--- src/rtl/riscv_ctrl_pkg.sv ---
// Shared encodings for the RV32I-subset decode controller: opcodes, funct fields,
// ALU operation codes and the ALU-operation class passed to alu_decoder.
package riscv_ctrl_pkg;

  localparam logic [6:0] OP_LOAD   = 7'b0000011;
  localparam logic [6:0] OP_STORE  = 7'b0100011;
  localparam logic [6:0] OP_RTYPE  = 7'b0110011;
  localparam logic [6:0] OP_BRANCH = 7'b1100011;
  localparam logic [6:0] OP_ITYPE  = 7'b0010011;
  localparam logic [6:0] OP_JAL    = 7'b1101111;
  localparam logic [6:0] OP_LUI    = 7'b0110111;

  localparam logic [2:0] F3_LW_SW   = 3'b010;
  localparam logic [2:0] F3_BEQ     = 3'b000;
  localparam logic [2:0] F3_ADD_SUB = 3'b000;
  localparam logic [2:0] F3_SLT     = 3'b010;
  localparam logic [2:0] F3_OR      = 3'b110;
  localparam logic [2:0] F3_AND     = 3'b111;

  localparam logic [6:0] F7_BASE = 7'b0000000;
  localparam logic [6:0] F7_ALT  = 7'b0100000;

  typedef enum logic [2:0] {
    ALU_AND   = 3'b000,
    ALU_OR    = 3'b001,
    ALU_ADD   = 3'b010,
    ALU_PASSB = 3'b011,
    ALU_SUB   = 3'b110,
    ALU_SLT   = 3'b111
  } alu_op_t;

  typedef enum logic [1:0] {
    ACLS_ADD   = 2'b00,
    ACLS_SUB   = 2'b01,
    ACLS_FUNCT = 2'b10,
    ACLS_PASSB = 2'b11
  } alu_class_t;

  typedef struct packed {
    logic reg_write;
    logic alu_src;
    logic branch;
    logic jump;
    logic mem_write;
    logic mem2reg;
    logic pc2reg;
  } ctrl_t;

endpackage

--- src/rtl/alu_decoder.sv ---
// Second-level ALU decode: turns an ALU-operation class plus funct3/funct7 into
// the 3-bit ALU code, flagging funct combinations the core does not implement.
module alu_decoder
  import riscv_ctrl_pkg::*;
(
  input  logic [2:0] funct3,
  input  logic [6:0] funct7,
  input  logic [1:0] alu_class,
  output logic [2:0] ALUControl,
  output logic       funct_legal
);

  alu_op_t alu_op;

  always_comb begin
    // NOTE: every signal written here gets a default first, so no path can infer a latch.
    alu_op      = ALU_AND;
    funct_legal = 1'b1;
    case (alu_class)
      ACLS_ADD:   alu_op = ALU_ADD;
      ACLS_SUB:   alu_op = ALU_SUB;
      ACLS_PASSB: alu_op = ALU_PASSB;
      ACLS_FUNCT: begin
        if (funct7 == F7_BASE) begin
          case (funct3)
            F3_ADD_SUB: alu_op = ALU_ADD;
            F3_AND:     alu_op = ALU_AND;
            F3_OR:      alu_op = ALU_OR;
            F3_SLT:     alu_op = ALU_SLT;
            default:    funct_legal = 1'b0;
          endcase
        end else if (funct7 == F7_ALT && funct3 == F3_ADD_SUB) begin
          alu_op = ALU_SUB;
        end else begin
          funct_legal = 1'b0;
        end
      end
      default: funct_legal = 1'b0;
    endcase
  end

  assign ALUControl = alu_op;

endmodule

--- src/rtl/riscv_controller.sv ---
// Single-cycle RV32I-subset decode controller with a sticky illegal-instruction flag.
// Define CTRL_ITYPE_ALU_EN to also decode andi/ori/slti under the I-type ALU opcode.
module riscv_controller
  import riscv_ctrl_pkg::*;
(
  input  logic       clk,
  input  logic       reset,
  input  logic       instr_valid,
  input  logic [6:0] op,
  input  logic [2:0] funct3,
  input  logic [6:0] funct7,
  output logic       RegWrite,
  output logic       ALUSrc,
  output logic       Branch,
  output logic       Jump,
  output logic       MemWrite,
  output logic       Mem2Reg,
  output logic       PC2Reg,
  output logic [2:0] ALUControl,
  output logic       illegal,
  output logic       illegal_sticky
);

  ctrl_t      ctrl;
  alu_class_t alu_class;
  logic [6:0] funct7_dec;
  logic       op_legal;
  logic [2:0] alu_control_dec;
  logic       funct_legal;
  logic       illegal_sticky_d;
  logic       illegal_sticky_q;

  always_comb begin
    ctrl       = '0;
    alu_class  = ACLS_ADD;
    funct7_dec = funct7;
    op_legal   = 1'b0;
    case (op)
      OP_LOAD: if (funct3 == F3_LW_SW) begin
        op_legal       = 1'b1;
        ctrl.reg_write = 1'b1;
        ctrl.alu_src   = 1'b1;
        ctrl.mem2reg   = 1'b1;
      end
      OP_STORE: if (funct3 == F3_LW_SW) begin
        op_legal       = 1'b1;
        ctrl.alu_src   = 1'b1;
        ctrl.mem_write = 1'b1;
      end
      OP_RTYPE: begin
        op_legal       = 1'b1;
        ctrl.reg_write = 1'b1;
        alu_class      = ACLS_FUNCT;
      end
      OP_BRANCH: if (funct3 == F3_BEQ) begin
        op_legal    = 1'b1;
        ctrl.branch = 1'b1;
        alu_class   = ACLS_SUB;
      end
      OP_ITYPE: begin
`ifdef CTRL_ITYPE_ALU_EN
        // Immediate forms carry no funct7; pin it so f3 000 always decodes as ADD.
        op_legal       = 1'b1;
        ctrl.reg_write = 1'b1;
        ctrl.alu_src   = 1'b1;
        alu_class      = ACLS_FUNCT;
        funct7_dec     = F7_BASE;
`else
        if (funct3 == F3_ADD_SUB) begin
          op_legal       = 1'b1;
          ctrl.reg_write = 1'b1;
          ctrl.alu_src   = 1'b1;
        end
`endif
      end
      OP_JAL: begin
        op_legal       = 1'b1;
        ctrl.reg_write = 1'b1;
        ctrl.jump      = 1'b1;
        ctrl.pc2reg    = 1'b1;
      end
      OP_LUI: begin
        op_legal       = 1'b1;
        ctrl.reg_write = 1'b1;
        ctrl.alu_src   = 1'b1;
        alu_class      = ACLS_PASSB;
      end
      default: op_legal = 1'b0;
    endcase
  end

  alu_decoder u_alu_decoder (
    .funct3      (funct3),
    .funct7      (funct7_dec),
    .alu_class   (alu_class),
    .ALUControl  (alu_control_dec),
    .funct_legal (funct_legal)
  );

  assign illegal = !(op_legal && funct_legal);

  // Illegal instructions squash every strobe; reset additionally blocks all writes.
  always_comb begin
    RegWrite   = ctrl.reg_write & ~illegal & ~reset;
    MemWrite   = ctrl.mem_write & ~illegal & ~reset;
    ALUSrc     = ctrl.alu_src   & ~illegal;
    Branch     = ctrl.branch    & ~illegal;
    Jump       = ctrl.jump      & ~illegal;
    Mem2Reg    = ctrl.mem2reg   & ~illegal;
    PC2Reg     = ctrl.pc2reg    & ~illegal;
    ALUControl = illegal ? 3'b000 : alu_control_dec;
  end

  assign illegal_sticky_d = illegal_sticky_q | (instr_valid & illegal);

  // NOTE: state is updated with non-blocking assignment; the comb logic above uses blocking.
  always_ff @(posedge clk) begin
    if (reset) illegal_sticky_q <= 1'b0;
    else       illegal_sticky_q <= illegal_sticky_d;
  end

  assign illegal_sticky = illegal_sticky_q;

endmodule

--- config.mk ---
export PLATFORM = sky130hd
export DESIGN_NAME = riscv_controller
export DESIGN_NICKNAME = d
export VERILOG_FILES = /design/src/rtl/riscv_ctrl_pkg.sv /design/src/rtl/alu_decoder.sv /design/src/rtl/riscv_controller.sv
export SDC_FILE = /design/constraint.sdc
export NUM_CORES = 1
export LEC_CHECK = 0
export CAP_MARGIN = 30
export CORE_AREA = 2 2 39 41
export DETAILED_ROUTE_END_ITERATION = 8
export DIE_AREA = 0 0 41 43
export PLACE_DENSITY = 0.8
export REMOVE_ABC_BUFFERS = 1
export SYNTH_ARGS = -nofsm -noshare
export SYNTH_HDL_FRONTEND = slang
export SYNTH_HIERARCHICAL = 1
export SYNTH_SLANG_ARGS = --single-unit
--- constraint.sdc ---
create_clock -name clk -period 5.8 [get_ports clk]
set_input_delay 1.16 -clock clk [delete_from_list [all_inputs] [get_ports clk]]
set_output_delay 1.16 -clock clk [all_outputs]
set_load 0.05 [all_outputs]
==> flow_metrics.py, run 1 <==
metrics = {
    "status": {
        "outcome": "complete, no violations",
    },
    "global_routing": {
        "grt_pass1_vias": 492,
        "antenna_found_initial": 0,
        "grt_max_degree": 11,
        "grt_pass1_wl_microns": 2080,
        "grtUsageTotal_pct": 15.9,
        "overflow": 0,
    },
    "final_layout": {
        "nets": 112,
        "nFillCells": 150,
        "largest_reg_flops": 1,
        "antennaDiodeCount": 0,
        "synthToLayoutAreaGrowth_pct": 68.8,
        "layout-drive-gt1-share_pct": 11.1,
        "fin_area_sq_um": 752,
        "layout.cells.non_filler": 106,
    },
    "power_and_ir_drop": {
        "power-per-cell-area_nw_per_um2": 56.0,
        "ir_worst_vdd_mv": 0.0364,
        "p_leak_uw": 0.000270,
    },
    "synth": {
        "synth_xor_area_share_pct": 3.93,
        "synth-seq-cells": 1,
        "yosys.area_share.adder_pct": 0,
        "mappedNetlistArea_sq_um": 445,
        "ys_types": 37,
        "synth_top_family_by_area": "simple AND/OR/NAND/NOR gates",
        "synth.avg_cell_area_sq_um": 7.18,
        "yosys.area_share.simple_pct": 59.0,
        "netlist_instances": 62,
        "yosys_warnings": 6,
        "synth-compound-area-share_pct": 23.9,
        "muxShareOfSynthArea_pct": 0,
        "ys_seq_area_share_pct": 4.49,
    },
    "route": {
        "ant_nets": 0,
        "drc": 0,
        "drt_iter0_drc": 9,
        "wl_per_cell_microns": 11.9,
        "dr.pass1.iters": 4,
        "wl_microns": 1260,
        "via_per_inst": 5.29,
        "vias": 561,
    },
    "critical_path": {
        "critPathLaunchType": "input port",
        "arrival_ps": 4080,
        "crit_path_max_fanout": 8,
        "setup.worst_path.class": "input port to primary output",
        "worstPathRequired_ps": 4640,
        "startpoint": "op[0]",
        "cp-end-kind": "primary output",
        "reg2reg_from": "illegal_sticky$_SDFF_PP0_",
    },
    "timing": {
        "hold_viol": 0,
        "final.period_utilization_pct": 90.4,
        "worst_pin_slew_ps": 518,
        "relSlewSlack_pct": 65.4,
        "rsz0062_at_grt": "no",
        "skew_ps": 0,
        "clock.fmax_ghz": 0.191,
        "setup_viol": 0,
        "min_period_ps": 5240,
        "maxSlewViolCount": 0,
    },
    "clock_tree": {
        "worstSkewPairLatency_ps": 0,
        "clk_pin_slew_worst_paths_ps": 0,
        "ctsResizeCount": 0,
        "holdBufCountCts": 0,
        "cts_setup_buffers": 0,
    },
    "floorplan": {
        "dieWidth_microns": 41,
        "die_area_sq_um": 1760,
        "core-area_sq_um": 1380,
        "initial_core_util_pct": 32.2,
        "die_h_microns": 43,
        "ios": 32,
        "core.rowCount": 14,
    },
    "place": {
        "io_buffers": 31,
        "dp.cells": 106,
        "postPlaceCellArea_sq_um": 752,
        "hpwl_microns": 1070,
        "place.gp.congestion": 0.808,
    },
    "flow_run": {
        "max_cap_viol_count": 0,
    },
    "hold_path": {
        "hp-start": "illegal_sticky$_SDFF_PP0_",
        "hold_path.class": "register to register",
    },
}
layer usage:
layer  GRT usage [%]  up-vias  share of wire, %
met1            22.5      253                43
met3               0        0               6.0
met2            27.5       22                51
met5               0        -                 0
met4               0        0                 0
li1                -      286                 -
metrics by stage:
stage	power (uW)	hold slack (ps)	setup TNS (ps)	worst slack, ps	util [%]
3_3_place_gp	41.4	481	0	608	54.3
3_5_place_dp	42.1	505	0	524	54.3
5_1_grt	44.9	520	0	325	54.3
2_1_floorplan	20.7	859	-968	-484	-
4_1_cts	42.2	503	0	524	54.3
6_report	42.1	498	0	559	54.3
power breakdown:
group | leakage (uW) | switching [uW] | internal [uW]
Combinational | 0.000262 | 15.7 | 18.3
Clock | 0 | 0 | 0
Sequential | 0.00000842 | 0.403 | 7.73
Total | 0.000270 | 16.1 | 26.0
cell usage after synthesis:
cell,n,share of area (%)
o311a_2,1,2.5
dfxtp_1,1,4.5
o31a_4,1,3.9
a221o_1,1,2.2
o32ai_2,1,3.7
buf_6,1,2.5
and2_1,4,5.6
a21oi_2,1,2.0
nand2_1,8,6.7
o31ai_2,1,2.8
inv_1,3,2.5
nand3b_2,1,2.5
or2_1,1,1.4
a21oi_1,2,2.2
or4_1,1,1.7
buf_4,1,1.7
nor2b_1,2,2.8
nand3_1,1,1.1
o31ai_1,1,1.7
inv_2,1,0.84
nor4_1,3,4.2
nor4b_1,1,2.0
buf_2,1,1.1
nor4bb_2,1,3.7
nor4_4,1,4.8
nor3_1,4,4.5
a211oi_1,1,1.7
and3b_1,1,2.0
nor2_1,5,4.2
nand4_1,1,1.4
nand3b_1,2,3.4
xor2_1,2,3.9
and3_1,1,1.4
o21ai_0,1,1.1
and4b_2,1,2.5
nor3b_1,1,1.7
or2_0,1,1.4
cell usage in the layout, fill, tap and decap left out, types with 2 or more instances in the layout:
cell type / instances
and2_1: 4
xor2_1: 2
nand2_1: 8
nor4_1: 3
nor2_1: 5
nand3b_1: 2
inv_1: 3
nor3_1: 4
nor2b_1: 2
clkdlybuf4s50_1: 31
a21oi_1: 2
critical path, cell delays in order:
cell and delay [ps]:
clkdlybuf4s50_1 490, and3b_1 210, and4b_2 350, nand2_1 110, nand2_1 110, nor2b_1 80, o31ai_1 130, inv_1 170
nor4_1 380, clkdlybuf4s50_1 880
final cells by class:
type / count / area, sq um / area share, %
inverter: 4 / 15.0 / 2.00
multi-input combinational: 54 / 387 / 51.4
sequential: 1 / 20.0 / 2.66
tap: 16 / 20.0 / 2.66
timing repair buffer: 31 / 310 / 41.3
path summary, 6_finish.rpt:
kind | endpoint | slack, ps | depth (start not counted)
setup / recovery | Jump | 560 | 10
hold / removal | illegal_sticky$_SDFF_PP0_ | 500 | 1
setup reg to reg | illegal_sticky$_SDFF_PP0_ | 5050 | 1
hold reg to reg | illegal_sticky$_SDFF_PP0_ | 500 | 1
cells by family after synthesis:
logic type,count (synthesis)
compound gates,11
xor+xnor,2
buf+inv,7
flops,1
simple gates,41
Power figures use the tool's default switching activity.
==> inputs of run 2 (changes only) <==
- CORE_AREA: 2 2 39 41 -> not set
- CORE_MARGIN: not set -> 2
- CORE_UTILIZATION: not set -> 30
- DIE_AREA: 0 0 41 43 -> not set
- PLACE_DENSITY: 0.8 -> 0.81
- clock period: 5.8 -> 4.5 ns (I/O delays scaled with it)
==> flow_metrics.py, run 2 (same netlist as run 1, synthesis figures left out) <==
metrics = {
    "final_layout": {
        "layout-drive-gt1-share_pct": 25.0,
        "antennaDiodeCount": 0,
        "layout_common_cells": "20 x clkdlybuf4s50_1, 9 x buf_4, 8 x nand2_1, 5 x nor2_1",
        "nets": 114,
        "synthToLayoutAreaGrowth_pct": 77.0,
        "layout.cells.non_filler": 107,
        "final_common_cell": "clkdlybuf4s50_1",
        "largest_reg_flops": 1,
    },
    "hold_path": {
        "hold_path.class": "register to register",
        "min_path_cells": 1,
        "holdPathEnd": "illegal_sticky$_SDFF_PP0_",
        "hp-start": "illegal_sticky$_SDFF_PP0_",
    },
    "place": {
        "dp.cells": 107,
        "io_buffers": 31,
        "pre_cts_slack_ps": 220,
        "hpwl_microns": 1120,
        "place.gp.congestion": 0.750,
    },
    "clock_tree": {
        "cts_setup_buffers": 0,
        "worstSkewPairLatency_ps": 0,
        "holdBufCountCts": 0,
        "clk_pin_slew_worst_paths_ps": 0,
        "ctsResizeCount": 0,
    },
    "timing": {
        "clock.fmax_ghz": 0.234,
        "maxSlewViolCount": 0,
        "min_period_ps": 4280,
        "setup-tns-final_ps": 0,
        "whs_ps": 487,
        "rsz0062_at_grt": "no",
        "setup_viol": 0,
        "hold_viol": 0,
        "worst_pin_slew_ps": 511,
        "relSlewSlack_pct": 65.6,
        "final.setup.worst_slack_ps": 219,
        "skew_ps": 0,
        "final.period_utilization_pct": 95.1,
    },
    "route": {
        "ant_nets": 0,
        "dr.pass1.iters": 3,
        "via_per_inst": 5.30,
        "drc": 0,
        "wl_per_cell_microns": 12.2,
        "vias": 567,
        "wl_microns": 1300,
        "drt_iter0_drc": 7,
    },
    "global_routing": {
        "gr-max-usage-layer": "met2",
        "grtUsageTotal_pct": 14.2,
        "grt.met3_usage_pct": 0.862,
        "grt_use_met2_pct": 24.9,
        "overflow": 0,
        "grt_use_met1_pct": 20.1,
        "antenna_found_initial": 0,
        "grt_max_degree": 10,
        "grt_pass1_vias": 490,
        "grt_pass1_wl_microns": 2170,
    },
    "floorplan": {
        "dieWidth_microns": 42.5,
        "core.rowCount": 13,
        "core-area_sq_um": 1350,
        "die_h_microns": 42.5,
        "ios": 32,
        "initial_core_util_pct": 33.0,
        "die_area_sq_um": 1810,
    },
    "critical_path": {
        "reg2reg_slack_ps": 3760,
        "rr_worst_depth": 1,
        "cp-end-kind": "primary output",
        "reg2reg_from": "illegal_sticky$_SDFF_PP0_",
        "setup.worst_path.class": "input port to primary output",
        "arrival_ps": 3380,
        "crit_path_max_fanout": 8,
        "timing.rr.end": "illegal_sticky$_SDFF_PP0_",
        "critPathLaunchType": "input port",
        "worstPathRequired_ps": 3600,
    },
    "flow_run": {
        "max_cap_viol_count": 0,
    },
    "power_and_ir_drop": {
        "ir_worst_vdd_mv": 0.0356,
        "p_leak_uw": 0.000312,
        "power-per-cell-area_nw_per_um2": 70.5,
        "p_total_uw": 55.6,
    },
    "status": {
        "outcome": "complete, no violations",
    },
}
==> run 2: final cells by class <==
type	count	area [sq um]
timing repair buffer	33	348
sequential	1	20.0
tap	15	18.8
fill	126	562
inverter	4	15.0
multi-input combinational	54	387
==> run 2: how the worst max path moves through the flow <==
stage           from       end  slack (ps)  depth (start not counted)
3_3_place_gp   op[0]  MemWrite         330                         11
4_1_cts        op[0]  MemWrite         200                         11
3_5_place_dp   op[0]  MemWrite         220                         11
5_1_grt        op[0]  MemWrite          60                         11
6_report       op[0]  MemWrite         220                         11
2_1_floorplan  op[3]      Jump       -1260                          8
==> run 2: per-layer routing <==
metal | routed length, microns | part of all wire (%) | vias to the layer above
met2 | 624 | 48 | 21
li1 | - | - | 291
met1 | 591 | 45 | 255
met3 | 85 | 6.5 | 0
met4 | 0 | 0 | 0
met5 | 0 | 0 | -
==> run 2: critical path: stages <==
cell	delay [ps]
clkdlybuf4s50_1	500
and3b_1	210
and4b_2	350
nand2_1	110
nand2_1	110
nor2b_1	90
o31ai_1	150
o31a_4	260
inv_2	40
nor4_1	460
buf_12	200
==> run 2: stage by stage <==
step	cell area (sq um)	utilization, %
after floorplan	422	-
after global placement	788	58.4
after detailed placement	788	58.4
after CTS	788	58.4
after global routing	788	58.4
final	788	58.4
==> run 2: where the power goes <==
part	internal, uW	total [uW]	switching (uW)	leakage, uW
Combinational	24.3	45.1	20.8	0.000303
Sequential	9.97	10.5	0.500	0.00000842
Clock	0	0	0	0
Total	34.3	55.6	21.3	0.000311
